<file path="config.mk">
export PLATFORM = sky130hd
export DESIGN_NAME = fma_sum_stage
export DESIGN_NICKNAME = d
export VERILOG_FILES = /design/src/rtl/fma_sum_stage.sv
export SDC_FILE = /design/constraint.sdc
export NUM_CORES = 2
export LEC_CHECK = 0
export BUFFER_PORTS_ARGS = -buffer_cell sky130_fd_sc_hd__buf_2
export CAP_MARGIN = 5
export CORE_MARGIN = 2
export CORE_UTILIZATION = 45
export CTS_CLUSTER_SIZE = 10
export DETAILED_ROUTE_END_ITERATION = 8
export GPL_TIMING_DRIVEN = 1
export PLACE_DENSITY = 0.76
export SLEW_MARGIN = 20
export SYNTH_ARGS = -nofsm -noshare
export SYNTH_HDL_FRONTEND = slang
export SYNTH_SLANG_ARGS = --single-unit
</file>
<file path="constraint.sdc">
create_clock -name clk -period 13.7 [get_ports clk]
set_clock_uncertainty 0.2 [all_clocks]
set_input_delay 0.685 -clock clk [delete_from_list [all_inputs] [get_ports clk]]
set_output_delay 0.685 -clock clk [all_outputs]
set_load 0.01 [all_outputs]
</file>
<file path="src/rtl/fma_sum_stage.sv">
// fma_sum_stage: two-stage compound adder for the FMA datapath.
// Stage 1 forms sum0 = prod + zin and sum1 = sum0 + 1 and exposes their
// sign bits to the external sign logic. Stage 2 applies the returned
// selsum1/negsum decisions and produces the result magnitude and zero flag.
module fma_sum_stage #(
  parameter int W = 164
) (
  input  logic         clk,
  input  logic         reset,
  input  logic         flush,
  input  logic         in_valid,
  output logic         in_ready,
  input  logic [W-1:0] prod,
  input  logic [W-1:0] addend,
  input  logic         invz,
  output logic         s1_valid,
  output logic         s1_invz,
  output logic         negsum0,
  output logic         negsum1,
  input  logic         selsum1,
  input  logic         negsum,
  output logic         out_valid,
  input  logic         out_ready,
  output logic [W-1:0] sum,
  output logic         sumzero
);

  // Two's-complement negation when requested. Only the low W bits of the
  // W+1-bit negation reach the output, and those depend only on the low W
  // bits of the operand, so the operand is taken at W bits.
  function automatic logic [W-1:0] f_cond_negate(input logic [W-1:0] v,
                                                 input logic         neg);
    logic [W-1:0] one;
    one = {{(W-1){1'b0}}, 1'b1};
    return neg ? (~v + one) : v;
  endfunction

  logic         r_vld_p1;
  logic         r_invz_p1;
  logic [W:0]   r_sum0_p1;
  logic [W:0]   r_sum1_p1;
  logic         r_vld_p2;
  logic [W-1:0] r_sum_p2;
  logic         r_zero_p2;

  logic [W:0]   w_prod_p0;
  logic [W:0]   w_zin_p0;
  logic [W:0]   w_sum0_p0;
  logic [W:0]   w_sum1_p0;
  logic [W-1:0] w_sel_p1;
  logic [W-1:0] w_res_p1;
  logic         w_accept;
  logic         w_advance;
  logic         w_drain;

  // ---- stage 0: operand extension and compound add ----
  assign w_prod_p0 = {1'b0, prod};
  assign w_zin_p0  = invz ? ~{1'b0, addend} : {1'b0, addend};
  assign w_sum0_p0 = w_prod_p0 + w_zin_p0;
  assign w_sum1_p0 = w_sum0_p0 + {{W{1'b0}}, 1'b1};

  // ---- flow control ----
  assign w_advance = r_vld_p1 && (!r_vld_p2 || out_ready);
  assign in_ready  = !r_vld_p1 || w_advance;
  assign w_accept  = in_valid && in_ready;
  assign w_drain   = r_vld_p2 && out_ready;

  // Stage-1 occupancy; flush kills the operation, reset overrides flush.
  always_ff @(posedge clk) begin
    if (reset || flush) begin
      r_vld_p1 <= 1'b0;
    end else if (w_accept) begin
      r_vld_p1 <= 1'b1;
    end else if (w_advance) begin
      r_vld_p1 <= 1'b0;
    end
  end

  // Stage-1 data; cleared on reset so the sign flags start at 0.
  always_ff @(posedge clk) begin
    if (reset) begin
      r_invz_p1 <= 1'b0;
      r_sum0_p1 <= '0;
      r_sum1_p1 <= '0;
    end else if (w_accept) begin
      r_invz_p1 <= invz;
      r_sum0_p1 <= w_sum0_p0;
      r_sum1_p1 <= w_sum1_p0;
    end
  end

  // ---- stage 1: apply sign-logic decisions ----
  assign w_sel_p1 = selsum1 ? r_sum1_p1[W-1:0] : r_sum0_p1[W-1:0];
  assign w_res_p1 = f_cond_negate(w_sel_p1, negsum);

  // Result occupancy: loaded on advance, emptied by a handshake without reload.
  always_ff @(posedge clk) begin
    if (reset || flush) begin
      r_vld_p2 <= 1'b0;
    end else if (w_advance) begin
      r_vld_p2 <= 1'b1;
    end else if (w_drain) begin
      r_vld_p2 <= 1'b0;
    end
  end

  // Result data; held while stalled, zeroed on reset.
  always_ff @(posedge clk) begin
    if (reset) begin
      r_sum_p2  <= '0;
      r_zero_p2 <= 1'b0;
    end else if (w_advance) begin
      r_sum_p2  <= w_res_p1;
      r_zero_p2 <= (w_res_p1 == '0);
    end
  end

  // ---- stage 2: outputs ----
  assign s1_valid  = r_vld_p1;
  assign s1_invz   = r_invz_p1;
  assign negsum0   = r_sum0_p1[W];
  assign negsum1   = r_sum1_p1[W];
  assign out_valid = r_vld_p2;
  assign sum       = r_sum_p2;
  assign sumzero   = r_zero_p2;

endmodule

</file>
==> impl_metrics.toml <==
[clocking]
cts.clk_slew.worst_paths_ns = 0.05
root_buffer = "clkbuf_16"
cts_setup_buffers = 0
clockBufferDepth = 3
htree_levels = 2
cts_made_buffers = 55
tritoncts = "done"
post_cts_resized = 0
clk_latency_ns = 0.61
cts_hold_buf = 0
numClockSinks = 498

[detailed_routing]
highest_layer = "met5"
drtPass1Iterations = 7
drc = 0
met2WireLength_um = 76200
dr_wl_met3_um = 20300
routed_wl_um = 193000
wl_per_cell_um = 24.5
via_per_inst = 6.37
drtIter0Drc = 6590
ant_nets = 0
vias = 50200
drt-met1-wl_um = 90300

[sta]
setup_viol = 0
finalCritPeriodShare_pct = 63.2
grt_setup_unrepaired = "no"
tightest_slew_ns = 1.24
maxSlewHeadroom_pct = 17.1
min_period_ns = 8.66
fmax_mhz = 116
tns_ns = 0
worst_hold_slack_ns = 0.0644
slew_viol_final = 0
hold_violations = 0

[final_layout]
multi_input_area_um2 = 32900
layout.nets = 7105
fin_cells = 7883
regArea_um2 = 9970
drive_above_1_share_pct = 10.6
nFillCells = 9881
post-route-util_pct = 49.9
area_growth_pct = 9.85

[pwr]
vdd_drop_max_mv = 0.0945
cellPowerDensity_nw_per_um2 = 119
power_mw = 5.83
p_leak_nw = 18.9

[floorplanning]
core_um2 = 98300
die_area_um2 = 102000
dieHeight_um = 319
io_pins = 507
row_count = 115
die_w_um = 319
start_util_pct = 45.4

[worst_setup_path]
crit_type = "in -> reg"
worstPathRequired_ns = 14.01
cp_max_fo = 40
arrival_ns = 8.96
worstSetupEndpointType = "register"
cp-start-kind = "input port"

[yosys]
synth_edf_count = 0
synth_fp_nets = 6902
ys_ff_latch = 498
ys_warn_count = 0
async_reset_ff_share_pct = 0
synth-seq-area-share_pct = 22.3
synth-main-ff-cell = "dfxtp_1"
syn_area_per_cell_um2 = 6.98
synth_cells = 6390
synth_area_um2 = 44600
synth_cell_types = 100

[place]
dp_cells = 7822
hpwl_um = 159000
globalplace.congestion = 1.04
port-buffer-count = 506

[global_route]
overflow = 0
grtUsageTotal_pct = 36.0
antenna_found_initial = 5
grt_pass1_wl_um = 285000
grt_pass1_vias = 44700
grt_max_degree = 270

[worst_hold_path]
hold_class = "in -> reg"

[run_status]
status = "finished, final reports clean"

[flow_run]
maxCapViolations = 0
-- worst max-delay path, stage by stage --
cell      delay, ns
clkbuf_8       0.36
buf_4          0.57
xor2_1         0.21
ha_1           0.59
nand4_1        0.34
nor4_2         0.88
nand3_1        0.21
o32ai_1        0.86
nor3_1         0.11
a211oi_1       0.98
and4_1         0.30
nand4_1        0.39
nor4_1         0.93
and3_1         0.42
nand4_1        0.29
or3_1          0.39
a311oi_1       0.28
-- flip-flops by register name, indices dropped and copies added (netlist names) --
name,count
out_valid,1
r_sum0_p1,165
r_sum1_p1,165
s1_invz,1
s1_valid,1
sum,164
sumzero,1
-- per-layer routing --
metal	up-vias	track usage, %
li1	23400	-
met1	23800	55.4
met2	2706	50.4
met3	268	5.62
met4	4	11.0
met5	-	0
-- cell families after synthesis --
group / share of synthesized area (%)
AO/OA/AOI/OAI: 22.8
multiplexers: 4.17
adder cells (fa/ha/maj): 4.95
AND/OR/NAND/NOR: 30.1
flip-flops: 22.3
buffers and inverters: 4.07
XOR/XNOR: 11.6
-- cell type report --
| cell class | count | area share, % |
|---|---|---|
| multi-input combinational | 5435 | 67.0 |
| sequential | 498 | 20.3 |
| timing repair buffer | 536 | 5.81 |
| tap | 1287 | 3.29 |
| clock buffer | 57 | 2.89 |
| inverter | 67 | 0.513 |
| clock inverter | 2 | 0.102 |
| antenna | 1 | 0.00511 |
-- worst paths after layout --
kind                               startpoint              to  slack (ns)  cells after the start
worst max-delay path                     invz  r_sum1_p1[146]        5.04                     17
worst min-delay path                    flush       out_valid        0.06                      2
worst max register to register  r_sum1_p1[54]         sumzero        7.36                     14
worst min register to register         sum[1]          sum[1]        0.25                      2
-- power by group --
part | internal, mW | switching (mW) | total, mW
registers | 1.60 | 0.153 | 1.75
clock network | 0.724 | 0.582 | 1.31
logic | 0.869 | 1.90 | 2.77
-- cells in the final DEF (no fill, tap or decap), drive strengths merged, types with 23 or more instances in the layout --
| cell type | n |
|---|---|
| nor2 | 889 |
| nand2 | 782 |
| a21oi | 704 |
| buf | 535 |
| dfxtp | 498 |
| o21ai | 353 |
| xor2 | 307 |
| xnor2 | 282 |
| nor3 | 258 |
| nand4 | 191 |
| a211oi | 176 |
| ha | 175 |
| mux2i | 163 |
| nand3 | 132 |
| nor4 | 80 |
| inv | 68 |
| or3 | 63 |
| a21o | 58 |
| clkbuf | 58 |
| nor3b | 57 |
| and4 | 56 |
| and2 | 54 |
| and3 | 52 |
| o31ai | 46 |
| or2 | 40 |
| a31oi | 34 |
| o211ai | 32 |
| nor2b | 32 |
| o21bai | 31 |
| nand2b | 31 |
| a221oi | 24 |
| o21a | 23 |
| a311oi | 23 |
-- synth_stat cells, drive strengths merged (9+ instances only) --
cell	number	area, um^2
nor2	889	3340
nand2	782	2940
a21oi	704	3520
dfxtp	498	9970
o21ai	353	1770
xor2	307	2690
clkbuf	297	1120
xnor2	282	2480
nor3	258	1300
nand4	191	1190
a211oi	176	1330
ha	175	2190
mux2i	163	1650
nand3	132	661
buf	93	447
nor4	80	526
inv	67	251
or3	63	399
a21o	58	435
nor3b	57	433
and4	56	490
and2	54	338
and3	52	325
o31ai	46	345
or2	40	250
a31oi	34	213
nor2b	32	200
o211ai	32	240
nand2b	31	194
o21bai	31	233
a221oi	24	216
a311oi	23	201
o21a	23	173
nand3b	22	165
or4	21	165
a21boi	19	143
mux2	19	214
o22ai	17	106
nand4b	13	114
a211o	12	105
nor4b	12	105
o41ai	12	113
a22oi	11	82.6
and3b	9	78.8
-- metrics by stage --
| step | area, um^2 | worst slack [ns] |
|---|---|---|
| finish | 49000 | 5.04 |
| global route | 49000 | 4.96 |
| CTS | 49000 | 5.40 |
| detailed placement | 47500 | 4.78 |
| global placement | 47500 | 4.95 |
| floorplan | 44600 | 6.80 |
Power figures use the tool's default switching activity.
